File: src/rtl/alu_seq_if.sv
// alu_seq_if: issue/result bundle between the execute stage and the ALU.
//
// Handshake rules (both directions): a transfer happens on a rising clock
// edge where valid and ready are both high. The sender holds valid and its
// payload stable until the transfer. The receiver may drive ready without
// looking at valid.
//   - issue side : in_valid / in_ready, payload read_data1, read_data2,
//                  sign_extend, ALU_Src, alu_op, alu_funct
//   - result side: out_valid / out_ready, payload result, hi, zero,
//                  overflow, div_by_zero, branch_value
//
// master: the issuing/consuming stage. slave: the ALU.
interface alu_seq_if #(
  parameter int WIDTH = 32
);
  logic             in_valid;
  logic             in_ready;
  logic [WIDTH-1:0] read_data1;
  logic [WIDTH-1:0] read_data2;
  logic [WIDTH-1:0] sign_extend;
  logic             ALU_Src;
  logic [1:0]       alu_op;
  logic [5:0]       alu_funct;
  logic             out_valid;
  logic             out_ready;
  logic [WIDTH-1:0] result;
  logic [WIDTH-1:0] hi;
  logic             zero;
  logic             overflow;
  logic             div_by_zero;
  logic [WIDTH-1:0] branch_value;

  modport master (
    output in_valid, read_data1, read_data2, sign_extend, ALU_Src, alu_op,
           alu_funct, out_ready,
    input  in_ready, out_valid, result, hi, zero, overflow, div_by_zero,
           branch_value
  );

  modport slave (
    input  in_valid, read_data1, read_data2, sign_extend, ALU_Src, alu_op,
           alu_funct, out_ready,
    output in_ready, out_valid, result, hi, zero, overflow, div_by_zero,
           branch_value
  );
endinterface

File: src/rtl/alu_seq.sv
// alu_seq: multi-cycle ALU for the MIPS execute stage.
//   One operation per in_valid/in_ready transfer. ADD/SUB/AND/OR/SLT and
//   unknown functs finish in one cycle; MULT (unsigned shift-add) and DIV
//   (unsigned restoring) take WIDTH iterations. Results are held until the
//   consumer takes them with out_valid/out_ready.
//
// Ports:
//   clock      rising-edge clock
//   reset_n    synchronous reset, active low
//   bus        alu_seq_if.slave: issue operands/op, result outputs
//   state_dbg  current FSM state (IDLE=0, MUL=1, DIV=2, DONE=3)
//
// Build option: ALU_DIV_EN builds the divider. Without it, funct 011010 is
// treated as an unknown funct and div_by_zero is tied to 0.
module alu_seq #(
  parameter int WIDTH = 32
) (
  input  logic       clock,
  input  logic       reset_n,
  alu_seq_if.slave   bus,
  output logic [1:0] state_dbg
);
  localparam logic [1:0] S_IDLE = 2'd0;
  localparam logic [1:0] S_MUL  = 2'd1;
  localparam logic [1:0] S_DIV  = 2'd2;
  localparam logic [1:0] S_DONE = 2'd3;

  localparam logic [2:0] K_ADD = 3'd0;
  localparam logic [2:0] K_SUB = 3'd1;
  localparam logic [2:0] K_AND = 3'd2;
  localparam logic [2:0] K_OR  = 3'd3;
  localparam logic [2:0] K_SLT = 3'd4;
  localparam logic [2:0] K_MUL = 3'd5;
  localparam logic [2:0] K_DIV = 3'd6;
  localparam logic [2:0] K_UNK = 3'd7;

  localparam int CW = $clog2(WIDTH);

  logic [1:0]         state;
  logic [WIDTH-1:0]   a_reg;
  // MUL: {partial product high, multiplier shifting out}.
  // DIV: {partial remainder, dividend shifting out / quotient shifting in}.
  logic [2*WIDTH-1:0] acc;
  logic [CW-1:0]      count;
  logic [WIDTH-1:0]   result_q, hi_q, bv_q;
  logic               zero_q, ovf_q, out_valid_q;

  logic [WIDTH-1:0]   op_a, op_b, sum, dif, sc_result;
  logic               sc_ovf, last_iter;
  logic [2:0]         kind;
  logic [WIDTH:0]     mul_sum;
  logic [2*WIDTH-1:0] mul_next;

  assign op_a = bus.read_data1;
  assign op_b = bus.ALU_Src ? bus.sign_extend : bus.read_data2;
  assign sum  = op_a + op_b;
  assign dif  = op_a - op_b;
  assign last_iter = (count == CW'(WIDTH - 1));

  always_comb begin
    kind = K_UNK;
    case (bus.alu_op)
      2'b00: kind = K_ADD;
      2'b01: kind = K_SUB;
      default: begin
        case (bus.alu_funct)
          6'b100100: kind = K_AND;
          6'b100101: kind = K_OR;
          6'b100000: kind = K_ADD;
          6'b100010: kind = K_SUB;
          6'b101010: kind = K_SLT;
          6'b011000: kind = K_MUL;
          6'b011010: kind = K_DIV;
          default:   kind = K_UNK;
        endcase
      end
    endcase
  end

  // One-cycle results. Anything not listed (unknown, or DIV without the
  // divider) yields 0.
  always_comb begin
    sc_result = '0;
    sc_ovf    = 1'b0;
    case (kind)
      K_ADD: begin
        sc_result = sum;
        sc_ovf    = (op_a[WIDTH-1] == op_b[WIDTH-1]) && (sum[WIDTH-1] != op_a[WIDTH-1]);
      end
      K_SUB: begin
        sc_result = dif;
        sc_ovf    = (op_a[WIDTH-1] != op_b[WIDTH-1]) && (dif[WIDTH-1] != op_a[WIDTH-1]);
      end
      K_AND:   sc_result = op_a & op_b;
      K_OR:    sc_result = op_a | op_b;
      K_SLT:   sc_result = {{(WIDTH-1){1'b0}}, ($signed(op_a) < $signed(op_b))};
      default: sc_result = '0;
    endcase
  end

  // Shift-add step: add the multiplicand into the high half when the
  // current multiplier bit is set, then shift the whole pair right.
  assign mul_sum  = {1'b0, acc[2*WIDTH-1:WIDTH]} + (acc[0] ? {1'b0, a_reg} : '0);
  assign mul_next = {mul_sum, acc[WIDTH-1:1]};

`ifdef ALU_DIV_EN
  logic [WIDTH-1:0]   b_reg;
  logic [WIDTH:0]     div_shift, div_diff;
  logic               div_ge;
  logic [2*WIDTH-1:0] div_next;
  logic               dbz_q;

  // Restoring step: shift in the next dividend bit, keep the difference
  // only when it did not go negative; that decision is the quotient bit.
  assign div_shift = {acc[2*WIDTH-1:WIDTH], acc[WIDTH-1]};
  assign div_diff  = div_shift - {1'b0, b_reg};
  assign div_ge    = ~div_diff[WIDTH];
  assign div_next  = {(div_ge ? div_diff[WIDTH-1:0] : div_shift[WIDTH-1:0]),
                      acc[WIDTH-2:0], div_ge};
  assign bus.div_by_zero = dbz_q;
`else
  assign bus.div_by_zero = 1'b0;
`endif

  always_ff @(posedge clock) begin
    if (!reset_n) begin
      state       <= S_IDLE;
      a_reg       <= '0;
      acc         <= '0;
      count       <= '0;
      result_q    <= '0;
      hi_q        <= '0;
      bv_q        <= '0;
      zero_q      <= 1'b0;
      ovf_q       <= 1'b0;
      out_valid_q <= 1'b0;
`ifdef ALU_DIV_EN
      b_reg       <= '0;
      dbz_q       <= 1'b0;
`endif
    end else begin
      case (state)
        S_IDLE: begin
          if (bus.in_valid) begin
            a_reg <= op_a;
            bv_q  <= bus.sign_extend;
            count <= '0;
            case (kind)
              K_MUL: begin
                acc   <= {{WIDTH{1'b0}}, op_b};
                state <= S_MUL;
              end
`ifdef ALU_DIV_EN
              K_DIV: begin
                if (op_b == '0) begin
                  result_q    <= '1;
                  hi_q        <= op_a;
                  zero_q      <= 1'b0;
                  ovf_q       <= 1'b0;
                  dbz_q       <= 1'b1;
                  out_valid_q <= 1'b1;
                  state       <= S_DONE;
                end else begin
                  b_reg <= op_b;
                  acc   <= {{WIDTH{1'b0}}, op_a};
                  state <= S_DIV;
                end
              end
`endif
              default: begin
                result_q    <= sc_result;
                hi_q        <= '0;
                zero_q      <= (sc_result == '0);
                ovf_q       <= sc_ovf;
`ifdef ALU_DIV_EN
                dbz_q       <= 1'b0;
`endif
                out_valid_q <= 1'b1;
                state       <= S_DONE;
              end
            endcase
          end
        end
        S_MUL: begin
          acc   <= mul_next;
          count <= count + 1'b1;
          if (last_iter) begin
            hi_q        <= mul_next[2*WIDTH-1:WIDTH];
            result_q    <= mul_next[WIDTH-1:0];
            zero_q      <= (mul_next[WIDTH-1:0] == '0);
            ovf_q       <= 1'b0;
`ifdef ALU_DIV_EN
            dbz_q       <= 1'b0;
`endif
            out_valid_q <= 1'b1;
            state       <= S_DONE;
          end
        end
        S_DIV: begin
`ifdef ALU_DIV_EN
          acc   <= div_next;
          count <= count + 1'b1;
          if (last_iter) begin
            hi_q        <= div_next[2*WIDTH-1:WIDTH];
            result_q    <= div_next[WIDTH-1:0];
            zero_q      <= (div_next[WIDTH-1:0] == '0);
            ovf_q       <= 1'b0;
            dbz_q       <= 1'b0;
            out_valid_q <= 1'b1;
            state       <= S_DONE;
          end
`else
          // Unreachable without the divider; recover to IDLE.
          state <= S_IDLE;
`endif
        end
        S_DONE: begin
          if (bus.out_ready) begin
            out_valid_q <= 1'b0;
            state       <= S_IDLE;
          end
        end
        default: state <= S_IDLE;
      endcase
    end
  end

  assign bus.in_ready     = (state == S_IDLE) & reset_n;
  assign bus.out_valid    = out_valid_q;
  assign bus.result       = result_q;
  assign bus.hi           = hi_q;
  assign bus.zero         = zero_q;
  assign bus.overflow     = ovf_q;
  assign bus.branch_value = bv_q;
  assign state_dbg        = state;
endmodule

File: src/flat_wrapper.sv
// flat-port wrapper written by rule: the top's interface ports become plain ports
module alu_seq_flat 
#(
  parameter int WIDTH = 32
)
  (clock, reset_n, state_dbg, bus_in_valid, bus_read_data1, bus_read_data2, bus_sign_extend, bus_ALU_Src, bus_alu_op, bus_alu_funct, bus_out_ready, bus_in_ready, bus_out_valid, bus_result, bus_hi, bus_zero, bus_overflow, bus_div_by_zero, bus_branch_value);
  alu_seq_if #(.WIDTH(WIDTH)) bus_i ();
  input  logic clock;
  input  logic reset_n;
  output logic [1:0] state_dbg;
  input wire logic [$bits(bus_i.in_valid)-1:0] bus_in_valid;
  input wire logic [$bits(bus_i.read_data1)-1:0] bus_read_data1;
  input wire logic [$bits(bus_i.read_data2)-1:0] bus_read_data2;
  input wire logic [$bits(bus_i.sign_extend)-1:0] bus_sign_extend;
  input wire logic [$bits(bus_i.ALU_Src)-1:0] bus_ALU_Src;
  input wire logic [$bits(bus_i.alu_op)-1:0] bus_alu_op;
  input wire logic [$bits(bus_i.alu_funct)-1:0] bus_alu_funct;
  input wire logic [$bits(bus_i.out_ready)-1:0] bus_out_ready;
  output wire logic [$bits(bus_i.in_ready)-1:0] bus_in_ready;
  output wire logic [$bits(bus_i.out_valid)-1:0] bus_out_valid;
  output wire logic [$bits(bus_i.result)-1:0] bus_result;
  output wire logic [$bits(bus_i.hi)-1:0] bus_hi;
  output wire logic [$bits(bus_i.zero)-1:0] bus_zero;
  output wire logic [$bits(bus_i.overflow)-1:0] bus_overflow;
  output wire logic [$bits(bus_i.div_by_zero)-1:0] bus_div_by_zero;
  output wire logic [$bits(bus_i.branch_value)-1:0] bus_branch_value;
  assign bus_i.in_valid = bus_in_valid;
  assign bus_i.read_data1 = bus_read_data1;
  assign bus_i.read_data2 = bus_read_data2;
  assign bus_i.sign_extend = bus_sign_extend;
  assign bus_i.ALU_Src = bus_ALU_Src;
  assign bus_i.alu_op = bus_alu_op;
  assign bus_i.alu_funct = bus_alu_funct;
  assign bus_i.out_ready = bus_out_ready;
  assign bus_in_ready = bus_i.in_ready;
  assign bus_out_valid = bus_i.out_valid;
  assign bus_result = bus_i.result;
  assign bus_hi = bus_i.hi;
  assign bus_zero = bus_i.zero;
  assign bus_overflow = bus_i.overflow;
  assign bus_div_by_zero = bus_i.div_by_zero;
  assign bus_branch_value = bus_i.branch_value;
  alu_seq #(.WIDTH(WIDTH)) u_core (.clock(clock), .reset_n(reset_n), .bus(bus_i), .state_dbg(state_dbg));
endmodule
File: config.mk
export PLATFORM = sky130hd
export DESIGN_NAME = alu_seq_flat
export DESIGN_NICKNAME = d
export VERILOG_FILES = /design/src/rtl/alu_seq_if.sv /design/src/rtl/alu_seq.sv /design/src/flat_wrapper.sv
export SDC_FILE = /design/constraint.sdc
export NUM_CORES = 1
export LEC_CHECK = 0
export ABC_AREA = 1
export CORE_MARGIN = 4
export CORE_UTILIZATION = 50
export DETAILED_ROUTE_END_ITERATION = 6
export HOLD_SLACK_MARGIN = 0.05
export PLACE_DENSITY_LB_ADDON = 0.25
export SYNTH_ARGS = -nofsm -noshare
export SYNTH_HDL_FRONTEND = slang
export SYNTH_SLANG_ARGS = --single-unit
File: constraint.sdc
create_clock -name clock -period 4.8 [get_ports clock]
set_clock_uncertainty 0.1 [all_clocks]
set_input_delay 0.96 -clock clock [delete_from_list [all_inputs] [get_ports clock]]
set_output_delay 0.96 -clock clock [all_outputs]
set_load 0.01 [all_outputs]
==> run metrics, run 1 <==
status=finished, final reports clean; hold crit path type=flop to flop; Worst Slack Setup Final=0.1202 ns; # IOs=212; DR vias=19490; fin nets=3291; setup TNS=0 ns; Mapped Cells=2662; DR pass1 iterations=5; GRT Residual Overflow=0; die height=188.8 um; Hold WS=0.3642 ns; Post-CTS Setup Inserts=0; Slew Limit Fails=0; area delta synth->final=29.01%; Unique masters post-synth=45; Worst EP required=5.17 ns; Compound-Gate Fraction of Synth Area=18.32%; register area=0.004044 sq mm; minimum clock period=4.680 ns; Placed Area=0.02034 sq mm; global-route wire length before repair=103400 um; RR Startpoint=u_core.acc[0]$_SDFFE_PN0P_; post-synthesis xor/xnor area fraction=0.9648%; #FFs+latches synth=202; pre-CTS WS=-0.4024 ns; Buffers on Ports=210; initial antenna violation count=1; cell count of the worst reg-to-reg path=16; CTS H-tree lvls=1; Setup crit end=u_core.bus.zero$_SDFFE_PN0P_; Site Rows=65; clk slew on worst S/H paths=0.06 ns; Worst EP arrival=5.05 ns; CTS Root Buffer Type=clkbuf_16; sequential element share of the synthesized area=24.75%; RSZ-0062 raised after global routing=no; clock latency on the worst-skew pair=0.54 ns; Mapped Avg Cell Area=6.138 sq um; CTS resizes=0; area occupied by multi-input gates=0.01054 sq mm; worst-path fanout max=4; post-route ant nets=0; Largest Register=u_core.acc; final setup vio count=0; GP Congestion=1.043; vias per inst=5.608; peak supply drop=0.2692 mV; Critical Path Source=bus_ALU_Src; Mapped Area=0.01634 sq mm; die area=0.03564 sq mm; Core Area=0.03188 sq mm; Leakage=10.00 nW; Final period util=97.50%; mux contribution to synthesized area=0%; Syn. warnings=0; pin count of the biggest net entering global routing=95; slew margin rel.=27.58%; post-synthesis simple-gate area fraction=32.79%; Max Cap Viol=0; clock tree buffer depth=3; initial core utilization=51.26%; layout cells sized above 1=11.45%; Highest Clock Rate=213.7 MHz; Routed WL=68330 um; drt initial violations=1701; Post-Synth Adder-Cell Area=12.24%; total track usage=36.66%; number of global-route vias before repair=18740; DPL Wire Length=54690 um; syn nets=2929; cts hold-fix bufs=0; Slew @ Worst Pin=1.086 ns; Reg-to-Reg End=u_core.bus.hi[27]$_SDFFE_PN0P_; Power Dens Cells=267.9 mW/mm^2; post-route cell area=0.02108 sq mm; TritonCTS clock tree=yes; setup slack, reg-to-reg=1.22 ns; Filler cells=2982; Die W=188.8 um; DRC violations left=0; combinational family with the most area after synthesis=simple AND/OR/NAND/NOR gates; overall power=5.648 mW; critical path class=primary input to flop; TritonCTS Buffers=23; endpoints failing hold=0; DR WL/cell=19.66 um; clk sinks=202; endpoint type of the worst setup path=flop; max reg flops=64; CP startpoint kind=primary input
[per-layer routing]
layer	share of wire [%]	vias up	wire length, um	track usage [%]
met5	0.016	-	11	0
met4	6.1	2	4144	18.50
met3	9.4	169	6404	7.688
met2	43	1032	29700	58.72
met1	41	8993	28070	46.84
li1	-	9293	-	-
[cells in the final DEF (no fill, tap or decap), types with 3 or more instances in the layout]
master	n
nand2_1	606
nor3_1	24
clkbuf_1	3
nand3_1	162
a211oi_1	3
nor4_1	5
inv_2	6
a211oi_2	8
xor2_1	17
o21a_1	9
and2_1	3
nand3b_1	24
o21ai_1	7
clkbuf_16	23
o21ai_0	203
or2_2	44
a21o_1	6
nand4_1	34
dfxtp_1	202
inv_1	345
nor2_1	344
a31oi_1	18
clkbuf_8	4
a21oi_1	287
nand2_2	3
buf_12	4
nor2_4	3
nor2_2	7
clkinv_2	7
o21bai_1	12
fa_1	3
clkdlybuf4s50_1	209
ha_1	155
buf_4	227
[critical path, stage by stage]
cell	delay [ns]
clkdlybuf4s50_1	0.51
inv_1	0.12
or2_2	0.28
o21ai_0	0.10
buf_4	0.20
inv_1	0.07
buf_4	0.13
ha_1	0.20
fa_1	0.42
nand3_1	0.10
nand2_1	0.09
a21oi_1	0.15
buf_4	0.17
o21ai_1	0.20
or2_0	0.28
nand3_1	0.09
nand4_1	0.24
nor2_1	0.17
nand2_1	0.13
nor2_1	0.17
nand3_1	0.12
a21oi_1	0.14
[cell families after synthesis]
| family | Yosys count |
|---|---|
| AO/OA/AOI/OAI | 561 |
| XOR/XNOR | 18 |
| adder cells (fa/ha/maj) | 158 |
| buffers and inverters | 458 |
| flip-flops | 202 |
| other | 1 |
| AND/OR/NAND/NOR | 1264 |
[how the worst min path moves through the flow]
| stage | cells after the start | end | from | slack [ns] |
|---|---|---|---|---|
| floorplan | 2 | u_core.acc[23]$_SDFFE_PN0P_ | u_core.acc[23]$_SDFFE_PN0P_ | 0.34 |
| global placement | 2 | u_core.acc[31]$_SDFFE_PN0P_ | u_core.acc[31]$_SDFFE_PN0P_ | 0.35 |
| detailed placement | 2 | u_core.acc[15]$_SDFFE_PN0P_ | u_core.acc[15]$_SDFFE_PN0P_ | 0.36 |
| CTS | 2 | u_core.bus.result[5]$_SDFFE_PN0P_ | u_core.bus.result[5]$_SDFFE_PN0P_ | 0.37 |
| global route | 2 | u_core.acc[19]$_SDFFE_PN0P_ | u_core.acc[19]$_SDFFE_PN0P_ | 0.39 |
| finish | 2 | u_core.bus.result[5]$_SDFFE_PN0P_ | u_core.bus.result[5]$_SDFFE_PN0P_ | 0.36 |
[Yosys cell counts (all sizes together)]
library cell  count  area, sq um
o21ai           210         1051
o21bai           12        90.09
xnor2             1        8.760
a21oi           288         1453
dfxtp           202         4044
a41oi             1        8.760
fa                3        60.06
a21o              6        45.04
clkbuf           78        292.8
inv             353         1328
conb              1        3.750
nand3b           24        180.2
nor2            355         1379
clkinv            1        3.750
nor4              5        31.28
o21a              9        67.56
nand4            34        212.7
or2              45        281.5
and2              3        18.77
o31ai             2        15.01
nand2           610         2305
a31oi            19        118.9
nand3           164        830.8
ha              155         1939
nor3             24        120.1
xor2             17        148.9
o211ai            1        7.510
a21boi            2        15.01
buf              26        158.9
a211oi           11        122.6
[layout make-up]
cell class                      instances  share of cell area, %
Inverter                              354                  6.321
Clock inverter                         10                 0.4570
Timing Repair Buffer                  441                  18.41
Clock buffer                           30                  3.045
Sequential cell                       202                  19.18
Multi-Input combinational cell       2002                  49.99
Tap cell                              435                  2.582
Antenna cell                            1                0.01187
[metrics by stage]
step,util (%),instances
4_1_cts,66.12,3474
3_5_place_dp,63.80,3434
2_1_floorplan,-,2662
6_report,66.13,3475
3_3_place_gp,63.80,3434
5_1_grt,66.12,3474
[where the power goes]
part / internal, mW / switching, mW / total (mW)
clock network: 1.00 / 0.728 / 1.73
logic: 0.818 / 1.24 / 2.06
registers: 1.79 / 0.0647 / 1.86
Note: power is estimated with default switching activity, not from simulation.
==> inputs of run 2 (changes only) <==
MAX_ROUTING_LAYER = met4   (was default)
clock period = 5.2 ns   (was 4.8 ns; I/O delays follow)
==> run 2 against run 1 <==
The run now ends with design-rule violations left; cell count decreased by 3.7%; clock-buffer cell count unchanged; wire length increased by 0.91%; setup slack improved by 0.25 ns; register-to-register slack improved by 0.36 ns; critical path type unchanged; critical endpoint unchanged.
==> run metrics, run 2 (synthesized netlist as in run 1, its figures left out) <==
Buffers on Ports=210 (unchanged); minimum clock period=4.835 ns; vias per inst=5.681 (was 5.608); endpoints failing hold=0 (unchanged); drt initial violations=1785 (was 1701); TritonCTS Buffers=22 (was 23); pin count of the biggest net entering global routing=95 (unchanged); Final period util=92.97%; initial antenna violation count=0 (was 1); endpoint type of the worst setup path=flop (unchanged); CP startpoint kind=primary input (unchanged); Routed WL=68950 um (was 68330 um); DR WL/cell=20.61 um (was 19.66 um); Site Rows=65 (unchanged); critical path class=primary input to flop (unchanged); final setup vio count=0 (unchanged); most frequent cells in the layout=nand2_1, inv_1, nor2_1 (unchanged); post-route cell area=0.02005 sq mm (was 0.02108 sq mm); cts hold-fix bufs=0 (unchanged); Highest Clock Rate=206.8 MHz; violated checks=design-rule violations; DRC violations left=1 (was 0); Worst EP arrival=5.21 ns (was 5.05 ns); RSZ-0062 raised after global routing=no (unchanged); DR pass1 iterations=7 (was 5); clk slew on worst S/H paths=0.07 ns (was 0.06 ns); Die W=188.8 um (unchanged); CTS H-tree lvls=1 (unchanged); Placed Instances=3308 (was 3434); # IOs=212 (unchanged); slew margin rel.=27.06% (was 27.58%); Largest Register=u_core.acc (unchanged); Worst EP required=5.57 ns (was 5.17 ns); global-route wire length before repair=104600 um (was 103400 um); area delta synth->final=22.67% (was 29.01%); clock tree buffer depth=3 (unchanged); Core Area=0.03188 sq mm (unchanged); total track usage=38.37% (was 36.66%); ANT cells=0 (was 1); clock latency on the worst-skew pair=0.53 ns (was 0.54 ns); Final Util=62.88% (was 66.13%); clk sinks=202 (unchanged); die area=0.03564 sq mm (unchanged); die height=188.8 um (unchanged); worst-path fanout max=4 (unchanged); most common cell after layout, fill and taps aside=nand2_1 (unchanged); GP Congestion=1.076 (was 1.043); CTS Root Buffer Type=clkbuf_16 (unchanged); setup slack, reg-to-reg=1.58 ns (was 1.22 ns); Final Non-Filler Cells=3346 (was 3475); layout cells sized above 1=7.558% (was 11.45%); TritonCTS clock tree=yes (unchanged); post-route ant nets=0 (unchanged); DR vias=19010 (was 19490); DPL Wire Length=54860 um (was 54690 um); Leakage=9.365 nW (was 10.00 nW); hold crit path type=flop to flop (unchanged); fin nets=3164 (was 3291); Placed Area=0.01934 sq mm (was 0.02034 sq mm); Slew Limit Fails=0 (unchanged); Max Cap Viol=0 (unchanged); status=complete, but fails checks (was finished, final reports clean); number of global-route vias before repair=18400 (was 18740); initial core utilization=51.26% (unchanged); GRT Residual Overflow=0 (unchanged); max reg flops=64 (unchanged); Slew @ Worst Pin=1.094 ns (was 1.086 ns); peak supply drop=0.3153 mV (was 0.2692 mV); Power Dens Cells=249.4 mW/mm^2 (was 267.9 mW/mm^2)
run 2: final timing paths:
path                                      from                           endpoint  depth (start not counted)
min          u_core.bus.result[6]$_SDFFE_PN0P_  u_core.bus.result[6]$_SDFFE_PN0P_                          2
max reg2reg         u_core.acc[0]$_SDFFE_PN0P_        u_core.acc[60]$_SDFFE_PN0P_                         14
max                                bus_ALU_Src       u_core.bus.zero$_SDFFE_PN0P_                         21
min reg2reg  u_core.bus.result[6]$_SDFFE_PN0P_  u_core.bus.result[6]$_SDFFE_PN0P_                          2
run 2: where the power goes:
group | total, mW | switching [mW] | internal (mW)
Clock | 1.53 | 0.650 | 0.885
Sequential | 1.71 | 0.0600 | 1.65
Combinational | 1.75 | 1.12 | 0.628
Total | 5.00 | 1.83 | 3.17
run 2: layout make-up:
| class | instances | area (sq um) |
|---|---|---|
| Multi-Input combinational cell | 2002 | 10540 |
| Clock inverter | 8 | 76.32 |
| Timing Repair Buffer | 315 | 2885 |
| Tap cell | 435 | 544.3 |
| Inverter | 354 | 1333 |
| Clock buffer | 30 | 620.6 |
| Sequential cell | 202 | 4044 |
| Fill cell | 3037 | 11840 |
run 2: layer usage:
metal / wire length (um) / track usage [%] / vias to the layer above
met4: 4826 / 21.55 / 0
met1: 28120 / 47.85 / 8715
li1: - / - / 9051
met2: 29620 / 58.46 / 1032
met5: 0 / - / -
met3: 6393 / 7.336 / 211
run 2: what timing repair did:
action | 4_1_cts | 5_1_grt
gates resized for setup | 0 | 1
buffers inserted | 0 | 0
endpoints found under the setup margin | 0 | 1
run 2: critical path: stages:
cell and delay (ns):
clkdlybuf4s50_1 0.50, inv_1 0.11, or2_2 0.29, o21ai_0 0.10, buf_4 0.19, inv_1 0.07
buf_4 0.13, ha_1 0.20, fa_1 0.42, nand3_1 0.10, nand2_1 0.13, a21oi_2 0.34
o21ai_0 0.26, or2_0 0.27, nand3_1 0.12, nand4_1 0.26, nor2_1 0.18, nand2_1 0.16
nor2_1 0.13, nand3_1 0.09, a21oi_1 0.12
run 2: stage by stage:
stage / setup WS (ns) / total power [mW] / hold WS (ns) / TNS (ns)
after floorplan: 1.352 / 2.668 / 0.3442 / 0
after global placement: -0.2247 / 3.427 / 0.3525 / -0.2247
after detailed placement: -0.2782 / 3.439 / 0.3551 / -0.2838
after CTS: 0.2600 / 4.959 / 0.3643 / 0
after global routing: 0.1574 / 5.214 / 0.3821 / 0
final: 0.3655 / 4.999 / 0.3643 / 0
